[src/rtl/pwm_pkg.sv]
// Shared constants for the PWM waveform engine: counter width, mode and direction encodings.
package pwm_pkg;
    localparam int   PWM_WIDTH   = 16;
    localparam logic MODE_EDGE   = 1'b0;
    localparam logic MODE_CENTER = 1'b1;
    localparam logic DIR_UP      = 1'b0;
    localparam logic DIR_DOWN    = 1'b1;
endpackage

[src/rtl/pwm_deadtime.sv]
// Complementary gate driver with deadtime insertion for one PWM channel.
// Off-side follows a reference edge after 1 clk; on-side follows after 1+dt_val clks.
module pwm_deadtime
    import pwm_pkg::*;
#(
    parameter int WIDTH = PWM_WIDTH
) (
    input  logic             clk,
    input  logic             rst,
    input  logic             i_run,
    input  logic             i_ref,
    input  logic             i_dt_en,
    input  logic [WIDTH-1:0] i_dt_val,
    output logic             o_out_h,
    output logic             o_out_l
);
    localparam logic [WIDTH-1:0] ONE = WIDTH'(1);

    logic             r_ref_d;
    logic [WIDTH-1:0] r_cnt;
    logic             w_edge;
    logic             w_dt_on;

    assign w_edge  = i_ref ^ r_ref_d;
    assign w_dt_on = i_dt_en && (i_dt_val != '0);

    always_ff @(posedge clk or posedge rst) begin
        if (rst) begin
            r_ref_d <= 1'b0;
            r_cnt   <= '0;
            o_out_h <= 1'b0;
            o_out_l <= 1'b0;
        end else if (!i_run) begin
            r_ref_d <= 1'b0;
            r_cnt   <= '0;
            o_out_h <= 1'b0;
            o_out_l <= 1'b0;
        end else begin
            r_ref_d <= i_ref;
            if (!w_dt_on) begin
                r_cnt   <= '0;
                o_out_h <= i_ref;
                o_out_l <= ~i_ref;
            end else if (w_edge) begin
                // Any edge, including one that lands inside deadtime, restarts the gap.
                r_cnt   <= i_dt_val;
                o_out_h <= 1'b0;
                o_out_l <= 1'b0;
            end else if (r_cnt > ONE) begin
                r_cnt   <= r_cnt - ONE;
                o_out_h <= 1'b0;
                o_out_l <= 1'b0;
            end else begin
                r_cnt   <= '0;
                o_out_h <= i_ref;
                o_out_l <= ~i_ref;
            end
        end
    end
endmodule

[src/rtl/pwm_core.sv]
// Prescaled edge/center-aligned PWM timer with shadowed config and two deadtime channel pairs.
// Config loads on enable and on each update event; gate outputs lag the counter by one clk.
module pwm_core
    import pwm_pkg::*;
#(
    parameter int WIDTH = PWM_WIDTH
) (
    input  logic             clk,
    input  logic             rst,
    input  logic             en,
    input  logic             mode,
    input  logic [WIDTH-1:0] period,
    input  logic [WIDTH-1:0] duty1,
    input  logic [WIDTH-1:0] duty2,
    input  logic [WIDTH-1:0] prescaler_div,
    input  logic [WIDTH-1:0] deadtime_val,
    input  logic [WIDTH-1:0] delay1,
    input  logic [WIDTH-1:0] delay2,
    input  logic             deadtime_en,
    output logic             pwm1_h,
    output logic             pwm1_l,
    output logic             pwm2_h,
    output logic             pwm2_l,
    output logic [WIDTH-1:0] cnt,
    output logic             dir,
    output logic             update_evt
);
    localparam logic [WIDTH-1:0] ONE = WIDTH'(1);

    logic             r_run;
    logic [WIDTH-1:0] r_psc;
    logic [WIDTH-1:0] r_cnt;
    logic             r_dir;
    logic             r_upd;

    logic             r_sh_mode;
    logic [WIDTH-1:0] r_sh_period;
    logic [WIDTH-1:0] r_sh_duty1;
    logic [WIDTH-1:0] r_sh_duty2;
    logic [WIDTH-1:0] r_sh_delay1;
    logic [WIDTH-1:0] r_sh_delay2;
    logic [WIDTH-1:0] r_sh_psc;
    logic             r_sh_dt_en;
    logic [WIDTH-1:0] r_sh_dt_val;

    logic             w_tick;
    logic             w_wrap;
    logic             w_load;
    logic             w_dt_run;
    logic [WIDTH-1:0] w_cnt_nxt;
    logic             w_dir_nxt;
    logic [WIDTH:0]   w_cnt_x;
    logic             w_ref1;
    logic             w_ref2;

    assign w_tick   = (r_psc == r_sh_psc);
    assign w_load   = en && (!r_run || w_wrap);
    assign w_dt_run = r_run && en;

    always_comb begin
        w_cnt_nxt = r_cnt;
        w_dir_nxt = r_dir;
        w_wrap    = 1'b0;
        if (w_tick) begin
            if (r_sh_mode == MODE_EDGE) begin
                w_dir_nxt = DIR_UP;
                if (r_cnt >= r_sh_period) begin
                    w_cnt_nxt = '0;
                    w_wrap    = 1'b1;
                end else begin
                    w_cnt_nxt = r_cnt + ONE;
                end
            end else if (r_dir == DIR_UP) begin
                if (r_cnt >= r_sh_period) begin
                    // P of 0 or 1 has no down slope: the peak step is itself the wrap.
                    if (r_sh_period <= ONE) begin
                        w_cnt_nxt = '0;
                        w_wrap    = 1'b1;
                    end else begin
                        w_cnt_nxt = r_sh_period - ONE;
                        w_dir_nxt = DIR_DOWN;
                    end
                end else begin
                    w_cnt_nxt = r_cnt + ONE;
                end
            end else begin
                if (r_cnt <= ONE) begin
                    w_cnt_nxt = '0;
                    w_dir_nxt = DIR_UP;
                    w_wrap    = 1'b1;
                end else begin
                    w_cnt_nxt = r_cnt - ONE;
                end
            end
        end
    end

    always_ff @(posedge clk or posedge rst) begin
        if (rst) begin
            r_run <= 1'b0;
            r_psc <= '0;
            r_cnt <= '0;
            r_dir <= DIR_UP;
            r_upd <= 1'b0;
        end else if (!en) begin
            r_run <= 1'b0;
            r_psc <= '0;
            r_cnt <= '0;
            r_dir <= DIR_UP;
            r_upd <= 1'b0;
        end else if (!r_run) begin
            r_run <= 1'b1;
            r_psc <= '0;
            r_cnt <= '0;
            r_dir <= DIR_UP;
            r_upd <= 1'b0;
        end else begin
            r_psc <= w_tick ? '0 : r_psc + ONE;
            r_cnt <= w_cnt_nxt;
            r_dir <= w_dir_nxt;
            r_upd <= w_wrap;
        end
    end

    always_ff @(posedge clk or posedge rst) begin
        if (rst) begin
            r_sh_mode   <= MODE_EDGE;
            r_sh_period <= '0;
            r_sh_duty1  <= '0;
            r_sh_duty2  <= '0;
            r_sh_delay1 <= '0;
            r_sh_delay2 <= '0;
            r_sh_psc    <= '0;
            r_sh_dt_en  <= 1'b0;
            r_sh_dt_val <= '0;
        end else if (w_load) begin
            r_sh_mode   <= mode;
            r_sh_period <= period;
            r_sh_duty1  <= duty1;
            r_sh_duty2  <= duty2;
            r_sh_delay1 <= delay1;
            r_sh_delay2 <= delay2;
            r_sh_psc    <= prescaler_div;
            r_sh_dt_en  <= deadtime_en;
            r_sh_dt_val <= deadtime_val;
        end
    end

    // Compares carry one extra bit so delay + duty never wraps.
    assign w_cnt_x = {1'b0, r_cnt};
    assign w_ref1  = (r_sh_mode == MODE_CENTER) ? (r_cnt < r_sh_duty1)
                   : ((w_cnt_x >= {1'b0, r_sh_delay1}) &&
                      (w_cnt_x < ({1'b0, r_sh_delay1} + {1'b0, r_sh_duty1})));
    assign w_ref2  = (r_sh_mode == MODE_CENTER) ? (r_cnt < r_sh_duty2)
                   : ((w_cnt_x >= {1'b0, r_sh_delay2}) &&
                      (w_cnt_x < ({1'b0, r_sh_delay2} + {1'b0, r_sh_duty2})));

    pwm_deadtime #(.WIDTH(WIDTH)) u_dt1 (
        .clk      (clk),
        .rst      (rst),
        .i_run    (w_dt_run),
        .i_ref    (w_ref1),
        .i_dt_en  (r_sh_dt_en),
        .i_dt_val (r_sh_dt_val),
        .o_out_h  (pwm1_h),
        .o_out_l  (pwm1_l)
    );

    pwm_deadtime #(.WIDTH(WIDTH)) u_dt2 (
        .clk      (clk),
        .rst      (rst),
        .i_run    (w_dt_run),
        .i_ref    (w_ref2),
        .i_dt_en  (r_sh_dt_en),
        .i_dt_val (r_sh_dt_val),
        .o_out_h  (pwm2_h),
        .o_out_l  (pwm2_l)
    );

    assign cnt        = r_cnt;
    assign dir        = r_dir;
    assign update_evt = r_upd;
endmodule

[config.mk]
export PLATFORM = sky130hd
export DESIGN_NAME = pwm_core
export DESIGN_NICKNAME = d
export VERILOG_FILES = /design/src/rtl/pwm_pkg.sv /design/src/rtl/pwm_deadtime.sv /design/src/rtl/pwm_core.sv
export SDC_FILE = /design/constraint.sdc
export NUM_CORES = 1
export LEC_CHECK = 0
export ABC_CLOCK_PERIOD_IN_PS = 7200
export CORE_ASPECT_RATIO = 0.6
export CORE_MARGIN = 4
export CORE_UTILIZATION = 55
export DETAILED_ROUTE_END_ITERATION = 16
export PLACE_DENSITY_LB_ADDON = 0.3
export SLEW_MARGIN = 20
export SYNTH_ARGS = -nofsm -noshare
export SYNTH_HDL_FRONTEND = slang
export SYNTH_SLANG_ARGS = --single-unit
[constraint.sdc]
create_clock -name clk -period 7.2 [get_ports clk]
set_input_delay 1.44 -clock clk [delete_from_list [all_inputs] [get_ports clk]]
set_output_delay 1.44 -clock clk [all_outputs]
set_load 0.02 [all_outputs]
### Yosys cells after proc, flatten, opt, wreduce, memory -nomap -nowiden

Cells that the tools add are included.

* muxes and demuxes: 58
* magnitude comparators: 11
* reductions and logical operators: 8
* bitwise operators: 4
* eq/ne operators: 2
* add/sub/neg operators: 8

Operator list (count)
* 2-to-1 mux 16 bit: 20
* subtractor 16 x 1 -> 16 bit (second input constant): 4
* greater-or-equal comparator 16 bit: 3
* 2-to-1 mux 1 bit: 38
* adder 16 x 16 -> 17 bit: 2
* less-than comparator 16 x 17 -> 1 bit: 2
* adder 16 x 1 -> 16 bit (second input constant): 2
* > comparator 16 x 1 -> 1 bit (second input constant): 2
* less-or-equal comparator 16 x 1 -> 1 bit (second input constant): 2
* less-than comparator 16 bit: 2
* equality test 16 bit: 1
* nonzero test 16 bit: 1
* logical AND 1 bit: 5
* != test 3 x 2 -> 1 bit (second input constant): 1
* NOT 1 bit: 2
* bitwise XOR 1 bit: 2
* logical NOT 1 bit: 1
* logical OR 1 bit: 1

* input port bits: 117
* logic and storage cells: 113
* output and inout bits: 22
* register bits after elaboration: 187

### Longest topological paths before layout

Gate-level depths: netlist of run 1.

* depth after elaboration: 9
* depth in mapped cells: 19
* depth with buffers taken out: 18

### Hierarchy

Synthesis of run 1 repeated with hierarchy kept, for this count alone.

* cells, all modules: 1344
* area total of the unflattened synthesis: 13412.9 sq um

By module, submodules not included
* pwm_core: sequential area each 3728.6 sq um, area each 11115.7 sq um, instances 1, cells an instance 1098
* pwm_deadtime: sequential area each 475.5 sq um, area each 1148.6 sq um, instances 2, cells an instance 123

### Worst setup path before layout of run 1

No wires, ideal clock.

* kind: register -> register
* start point: reg r_sh_duty1[0]
* end point: reg u_dt1.r_cnt[10]
* setup time: 125 ps
* arrival time: 3989 ps
* stages on the path, launching flop included: 20
* period minus slack after synthesis: 4114 ps
* buffers on the path: 2
* required time: 7075 ps
* slack: 3086 ps
* cells stage by stage: dfrtp_1 -> ha_1 -> fa_1 -> a211oi_1 -> nor2_1 -> o21ai_0 -> o21bai_1 -> a21oi_1 -> xor2_1 -> ha_1 -> a21oi_1 -> nor2_1 -> a2111o_1 -> a21oi_2 -> o21ai_2 -> and4_4 -> or4_4 -> buf_6 -> buf_12 -> mux2i_1

* word-level cells in the longest chain between the ends: 8
* elaborated cells between the ends (all ways): 9
* classes of those cells: add/sub (1); order compare (2); mux (4); bitwise (1); reduce/logical (1)

Ends and longest elaborated chain
* start: declaration: RTL line pwm_core.sv:38 `logic [WIDTH-1:0] r_sh_duty1;`
* start signal: assignment: RTL line pwm_core.sv:139 `r_sh_duty1 <= duty1;`
* adder 16 x 16 -> 17 bit: RTL line pwm_core.sv:153 `(w_cnt_x < ({1'b0, r_sh_delay1} + {1'b0, r_sh_duty1})));`
* less-than comparator 16 x 17 -> 1 bit: RTL line pwm_core.sv:153
* logical AND 1 bit: RTL line pwm_core.sv:152 `: ((w_cnt_x >= {1'b0, r_sh_delay1}) &&`
* 2-to-1 mux 1 bit (*): RTL line pwm_core.sv:151 `assign w_ref1 = (r_sh_mode == MODE_CENTER) ? (r_cnt < r_sh_duty1)`
* bitwise XOR 1 bit (*): RTL line pwm_deadtime.sv:24 `assign w_edge = i_ref ^ r_ref_d;`
* 2-to-1 mux 16 bit (*): RTL line pwm_deadtime.sv:44 `end else if (w_edge) begin`
* 2-to-1 mux 16 bit (*): RTL line pwm_deadtime.sv:40 `if (!w_dt_on) begin`
* 2-to-1 mux 16 bit (*): RTL line pwm_deadtime.sv:33 `end else if (!i_run) begin`
* end signal: assignment: RTL line pwm_deadtime.sv:46 `r_cnt <= i_dt_val;`
* end signal: assignment: RTL line pwm_deadtime.sv:50 `r_cnt <= r_cnt - ONE;`
* end: declaration: RTL line pwm_deadtime.sv:20 `logic [WIDTH-1:0] r_cnt;`

Every way passes the cells marked *; elsewhere a longest branch is shown, timed or not.
A chain may end at the register's enable or synchronous reset.

### Worst setup path after layout of run 1

* start point: reg r_sh_delay2[0]
* end point: reg u_dt2.r_cnt[14]

* word-level cells in the longest chain between the ends: 8
* elaborated cells between the ends (all ways): 9
* classes of those cells: add/sub (1); order compare (2); mux (4); bitwise (1); reduce/logical (1)

Ends and longest elaborated chain
* start: declaration: RTL line pwm_core.sv:41 `logic [WIDTH-1:0] r_sh_delay2;`
* start signal: assignment: RTL line pwm_core.sv:142 `r_sh_delay2 <= delay2;`
* adder 16 x 16 -> 17 bit: RTL line pwm_core.sv:156 `(w_cnt_x < ({1'b0, r_sh_delay2} + {1'b0, r_sh_duty2})));`
* less-than comparator 16 x 17 -> 1 bit: RTL line pwm_core.sv:156
* logical AND 1 bit (*): RTL line pwm_core.sv:155 `: ((w_cnt_x >= {1'b0, r_sh_delay2}) &&`
* 2-to-1 mux 1 bit (*): RTL line pwm_core.sv:154 `assign w_ref2 = (r_sh_mode == MODE_CENTER) ? (r_cnt < r_sh_duty2)`
* bitwise XOR 1 bit (*): RTL line pwm_deadtime.sv:24
* 2-to-1 mux 16 bit (*): RTL line pwm_deadtime.sv:44
* 2-to-1 mux 16 bit (*): RTL line pwm_deadtime.sv:40
* 2-to-1 mux 16 bit (*): RTL line pwm_deadtime.sv:33
* end signal: assignment: RTL line pwm_deadtime.sv:46
* end signal: assignment: RTL line pwm_deadtime.sv:50
* end: declaration: RTL line pwm_deadtime.sv:20

Marks and branches as above.

==> results of run 1 <==
-- cell type report --
type,count,area (um^2)
Multi-Input combinational cell,1590,10840
Sequential cell,187,4683
Clock inverter,10,138.9
Clock buffer,22,464.2
Inverter,135,511.7
Timing Repair Buffer,162,1588
Fill cell,2641,11180
Tap cell,408,510.5
-- placed cells by master, fill, tap and decap left out, drive strengths merged, types with 5 or more instances in the layout --
master           n
inv            135
a2111oi          5
o211ai          13
a221oi           7
nand2b          10
xnor2           40
a31oi          119
nand3          160
nand4          127
a21oi           66
clkinv           6
clkbuf          22
or3             13
buf             25
xor2            64
dfrtp          187
nor4            32
o2111ai        118
nand2          181
ha             150
o31ai            6
a211oi          10
mux2i           32
and4             5
nand3b          30
o21a             9
nor2            80
and2            10
a21o            17
o22ai            7
or4              7
nor2b            5
and3            15
nor3            32
o21bai           5
o21ai          168
clkdlybuf4s50  137
-- routing by layer --
layer	part of all wire	vias to the layer above
li1	-	7897
met1	0.42	8387
met2	0.42	1195
met3	0.14	142
met4	0.025	0
met5	0	-
-- through the flow --
| step | hold slack (ns) | area (um^2) | power (mW) |
|---|---|---|---|
| after CTS | 0.5564 | 18720 | 3.092 |
| after floorplan | 0.5021 | 16700 | 1.818 |
| final | 0.5593 | 18740 | 3.117 |
| after detailed placement | 0.5359 | 18120 | 2.077 |
| after global placement | 0.5206 | 18120 | 2.035 |
| after global routing | 0.5829 | 18740 | 3.272 |
-- worst min-delay path, cell delays in order (launching register included) --
cell     delay, ns
dfrtp_1       0.38
a31oi_1       0.08
nand3_1       0.07
-- worst max-delay path by stage --
stage,slack [ns],from,depth (start not counted),to
after global routing,2.25,r_sh_delay2[0],16,u_dt2.r_cnt[14]
final,2.51,r_sh_delay2[0],16,u_dt2.r_cnt[14]
after CTS,2.22,r_sh_delay2[0],16,u_dt2.r_cnt[14]
after floorplan,0.67,rst,1,cnt[0]
after global placement,2.49,r_sh_delay2[0],16,u_dt2.r_cnt[0]
after detailed placement,2.34,r_sh_delay2[0],16,u_dt2.r_cnt[9]
-- logic make-up (layout without fill, tap and decap cells) --
logic type      count (synthesis)  count (layout)  share of synthesized area
fa+ha+maj                     152             152                     0.1148
xor+xnor                      104             104                    0.05500
mux                            32              32                    0.01918
buf+inv                       307             329                    0.07441
simple gates                  717             717                     0.2220
flops                         187             187                     0.2803
compound gates                585             585                     0.2343
-- power groups by stage --
stage / clock, mW / combinational (mW) / sequential [mW]
final: 1.02 / 0.859 / 1.24
after global routing: 1.07 / 0.953 / 1.24
after CTS: 1.02 / 0.840 / 1.23
after detailed placement: 0 / 0.830 / 1.25
after global placement: 0 / 0.794 / 1.24
after floorplan: 0 / 0.608 / 1.21
==> flow_summary.json, run 1 <==
{
  "synth-async-reset-ratio": 1.000,
  "postSynthCellCount": 2084,
  "cp-start-kind": "flip-flop",
  "hold_class": "flip-flop to flip-flop",
  "timing.critical_path.buf_inv": 0,
  "portBuffers": 138,
  "die_area_mm2": 0.03330,
  "clock_latency_ns": 0.47,
  "yosys-top-cells-count": "dfrtp_1 (187), nand2_1 (181), o21ai_0 (162)",
  "power_frac_clock": 0.328,
  "r2r_slack_ns": 2.51,
  "hold_violations": 0,
  "grt_pass1_wl_mm": 90.81,
  "stdcell_count": 2514,
  "wire_per_inst_um": 22.72,
  "drc": 0,
  "syn-mean-instance-area_um2": 8.012,
  "synth_flop_cell": "dfrtp_1",
  "tritoncts": "built",
  "critPathSlowestCell": "xor2_4",
  "gr-total-overflow": 0,
  "io_pins": 139,
  "yosysTopAreaCell": "dfrtp_1",
  "first_pass_iters": 8,
  "gp_congestion": 0.9227,
  "ys_warn_count": 0,
  "power_frac_comb": 0.276,
  "die_w_um": 232.9,
  "synthMostInstantiatedCell": "dfrtp_1",
  "setup_slack_ns": 2.508,
  "antenna_found_initial": 1,
  "grt_max_degree": 136,
  "layout-drive-gt1-share": 0.03894,
  "grtUsageTotal": 0.3387,
  "synth_edf_count": 0,
  "worstHoldStart": "r_sh_dt_en",
  "rsz0062_at_grt": "no",
  "num_antenna_cells": 0,
  "cp_max_fo": 16,
  "post_cts_resized": 0,
  "ctsHtreeMaxLevel": 4,
  "timing.final.crit_period_ns": 4.692,
  "syn_nets": 2353,
  "power.density_mw_per_mm2": 166.4,
  "dp_hpwl_mm": 37.58,
  "finalSetupTns_ns": 0,
  "core_mm2": 0.02992,
  "nets": 2362,
  "initial_core_util": 0.5581,
  "period_share": 0.6517,
  "cpMostUsedCell": "ha_1",
  "p_sw_mw": 1.064,
  "rr_startpoint": "r_sh_delay2[0]",
  "maxSlewHeadroom": 0.2773,
  "drv_cap": 0,
  "ant_nets": 0,
  "grt_pass1_vias": 16701,
  "yosysUniqueCellTypes": 79,
  "seqPwrFrac": 0.397,
  "ys_ff_latch": 187,
  "synthTopCellsByArea": "dfrtp_1 (28%), ha_1 (11%), o2111ai_1 (6.2%)",
  "clock-sinks": 187,
  "hold_end": "r_sh_dt_en",
  "outcome": "finished, final reports clean",
  "required_ns": 7.57,
  "synth_top_area_frac": 0.2803,
  "syn-cell-area_mm2": 0.01670,
  "cts_inserted_buffers": 17,
  "drt-total-wl_mm": 57.11,
  "die_h_um": 143.0,
  "met3_usage": 0.1124,
  "clk_path_buf_depth": 2,
  "via_per_inst": 7.009,
  "ys_seq_area_frac": 0.2803,
  "r2r-end": "u_dt2.r_cnt[14]",
  "placed_cells": 2482,
  "clkTransAtPathRegs_ns": 0.07,
  "first_iter_violations": 2683,
  "via_count": 17621,
  "crit_chain": "ha_1, fa_1, a211oi_1, o21ai_0, nand3_1, nand2_1, a21o_1, a21oi_1, xor2_1, ha_1, nand4_1, o311a_1, o41ai_1, o22ai_2, xor2_4, mux2i_1",
  "crit_path_end_kind": "flip-flop",
  "p_int_mw": 2.053,
  "switching_share": 0.3414,
  "fmax_mhz": 213.1,
  "finalCoreUtilization": 0.6262,
  "synthToLayoutAreaGrowth_pct": 12.21,
  "maxSlewViolCount": 0,
  "arrival_ns": 5.06,
  "tightest_slew_ns": 1.081,
  "reg2regPathDepth": 16,
  "crit_path_max_incr_delay_ns": 0.62,
  "fin_skew_ns": 0.01297,
  "path_class": "flip-flop to flip-flop",
  "use_met1": 0.4900,
  "worstHoldPathCells": 2,
  "grt_use_met2": 0.4790,
  "ir_drop_uv": 166.4,
  "cp_top_family": "compound AO/OA/AOI/OAI gates",
  "pre_cts_slack_ns": 2.343,
  "cts_setup_buffers": 0,
  "row_count": 49,
  "hold_buffers": 0,
  "root_buffer": "clkbuf_16",
  "leakage_nw": 8.262,
  "grt.busiest_layer": "met1",
  "setup_viol_count_final": 0
}
Power figures use the tool's default switching activity.
==> inputs of run 2 (changes only) <==
ABC_CLOCK_PERIOD_IN_PS = 4600   (was 7200)
clock period = 4.6 ns   (was 7.2 ns; I/O delays follow)
==> run 2 against run 1 <==
  * Register-to-register slack worse by 2.3 ns
  * Sequential power up 56%
  * Design area up 0.85%
  * Sequential share of layout area down 0.21 points
  * Global-route usage up 0.12 points
  * Power up 54%
  * Via count about the same
  * Sequential cell count unchanged
  * Wire length up 0.68%
  * Critical path type unchanged
==> flow_summary.json, run 2 (synthesis gave the netlist of run 1 again) <==
{
  "startpoint": "r_sh_duty1[0]",
  "first_iter_violations": 2573,
  "placed_cells": 2495,
  "crit_path_end_kind": "flip-flop",
  "crit_chain": "ha_1, fa_1, a211oi_1, nor2_1, o21ai_1, o21bai_1, a21oi_1, xor2_1, ha_1, a21oi_1, nor2_1, a2111o_1, a21oi_2, o21ai_2, and4_4, or4_4, mux2i_1",
  "hold_violations": 0,
  "die_h_um": 143.0,
  "antenna_found_initial": 0,
  "clock-sinks": 187,
  "die_w_um": 232.9,
  "outcome": "finished, final reports clean",
  "pre_cts_slack_ns": 0.1419,
  "grtUsageTotal": 0.3399,
  "worstHoldPathCells": 2,
  "tritoncts": "built",
  "required_ns": 4.98,
  "n_fill_cell": 2611,
  "crit_path_max_incr_delay_ns": 0.60,
  "core_mm2": 0.02992,
  "row_count": 49,
  "power_frac_comb": 0.278,
  "clock_latency_ns": 0.47,
  "p_int_mw": 3.128,
  "timing.final.crit_period_ns": 4.364,
  "switching_share": 0.3500,
  "r2r_slack_ns": 0.24,
  "grt_pass1_vias": 16863,
  "drt-total-wl_mm": 57.50,
  "cts_setup_buffers": 0,
  "cts_inserted_buffers": 17,
  "via_per_inst": 6.978,
  "stdcell_count": 2527,
  "power.density_mw_per_mm2": 254.7,
  "p_sw_mw": 1.685,
  "arrival_ns": 4.74,
  "hold_buffers": 0,
  "ir_drop_uv": 227.9,
  "portBuffers": 138,
  "root_buffer": "clkbuf_16",
  "leakage_nw": 8.330,
  "fmax_mhz": 229.2,
  "power_frac_clock": 0.320,
  "synthToLayoutAreaGrowth_pct": 13.16,
  "ctsHtreeMaxLevel": 4,
  "gp_congestion": 0.9422,
  "timing.critical_path.buf_inv": 0,
  "seqPwrFrac": 0.402,
  "fin_skew_ns": 0.01428,
  "final_common_cell": "dfrtp_1",
  "io_pins": 139,
  "initial_core_util": 0.5581,
  "num_antenna_cells": 0,
  "drv_cap": 0,
  "wire_per_inst_um": 22.75,
  "reg2regPathDepth": 17,
  "grt_max_degree": 193,
  "maxSlewViolCount": 0,
  "die_area_mm2": 0.03330,
  "layout-drive-gt1-share": 0.04719,
  "critPathSlowestCell": "or4_4",
  "first_pass_iters": 5,
  "hold_class": "flip-flop to flip-flop",
  "nets": 2375,
  "drc": 0,
  "clkTransAtPathRegs_ns": 0.08,
  "r2r-end": "u_dt1.r_cnt[10]",
  "rr_startpoint": "r_sh_duty1[0]",
  "dp_hpwl_mm": 38.16,
  "tightest_slew_ns": 1.062,
  "maxSlewHeadroom": 0.2901,
  "period_share": 0.9486,
  "via_count": 17634,
  "ant_nets": 0,
  "rsz0062_at_grt": "no",
  "cp-start-kind": "flip-flop",
  "setup_slack_ns": 0.2363,
  "clk_path_buf_depth": 2,
  "cp_max_fo": 16,
  "grt_pass1_wl_mm": 90.85,
  "path_class": "flip-flop to flip-flop",
  "finalSetupTns_ns": 0,
  "hold_end": "r_sh_period[6]",
  "setup_viol_count_final": 0,
  "final_cell_mix": "dfrtp_1 (186), nand2_1 (180), o21ai_0 (161), nand3_1 (160), ha_1 (150)",
  "cp_top_family": "compound AO/OA/AOI/OAI gates",
  "gr-total-overflow": 0,
  "worstHoldStart": "r_sh_period[6]"
}
[run 2: timing repair]
action,CTS,global route
resized for setup,0,5
endpoints found under the setup margin,0,32
endpoints found under the hold margin,0,0
[run 2: cell type report]
class                           instances  area, um^2  area share
Multi-Input combinational cell       1590       10850      0.5740
Sequential cell                       187        4683      0.2479
Timing Repair Buffer                  175        1764     0.09337
Inverter                              135       510.5     0.02702
Tap cell                              408       510.5     0.02702
Clock buffer                           21       470.5     0.02490
Clock inverter                         11       110.1    0.005827
[run 2: stage by stage]
stage                     power [mW]  hold slack, ns  instance area [um^2]    util
after global placement         3.190          0.5229                 18290  0.6114
after CTS                      4.769          0.5624                 18870  0.6308
after floorplan                2.846          0.5021                 16700       -
after detailed placement       3.251          0.5460                 18290  0.6114
after global routing           5.040          0.5816                 18890  0.6315
final                          4.813          0.5722                 18890  0.6315
[run 2: how the worst max path moves through the flow]
| stage | to | slack [ns] | cells past startpoint |
|---|---|---|---|
| floorplan | u_dt1.r_cnt[10] | 0.49 | 19 |
| global placement | u_dt1.r_cnt[3] | 0.33 | 17 |
| detailed placement | u_dt1.r_cnt[1] | 0.14 | 17 |
| CTS | u_dt1.r_cnt[10] | 0.05 | 17 |
| global route | u_dt2.r_cnt[9] | 0.03 | 17 |
| finish | u_dt1.r_cnt[10] | 0.24 | 17 |
[run 2: worst register-to-register path: cells and delay by family (launching register included)]
kind	cells	cell delay [ns]
AO/OA/AOI/OAI	8	1.48
adder cells (fa/ha/maj)	3	0.96
AND/OR/NAND/NOR	4	0.96
flip-flops	1	0.42
multiplexers	1	0.27
XOR/XNOR	1	0.19
[run 2: layer usage]
layer	GRT usage	share of wire
met5	0	0
met4	0.1122	0.024
met3	0.08772	0.12
met2	0.4921	0.42
met1	0.4959	0.44
[run 2: power by group through the flow]
| stage | Clock, mW | Sequential (mW) | Combinational [mW] |
|---|---|---|---|
| 2_1_floorplan | 0 | 1.89 | 0.952 |
| 3_3_place_gp | 0 | 1.95 | 1.24 |
| 3_5_place_dp | 0 | 1.95 | 1.30 |
| 4_1_cts | 1.53 | 1.92 | 1.31 |
| 5_1_grt | 1.60 | 1.95 | 1.49 |
| 6_report | 1.54 | 1.93 | 1.34 |
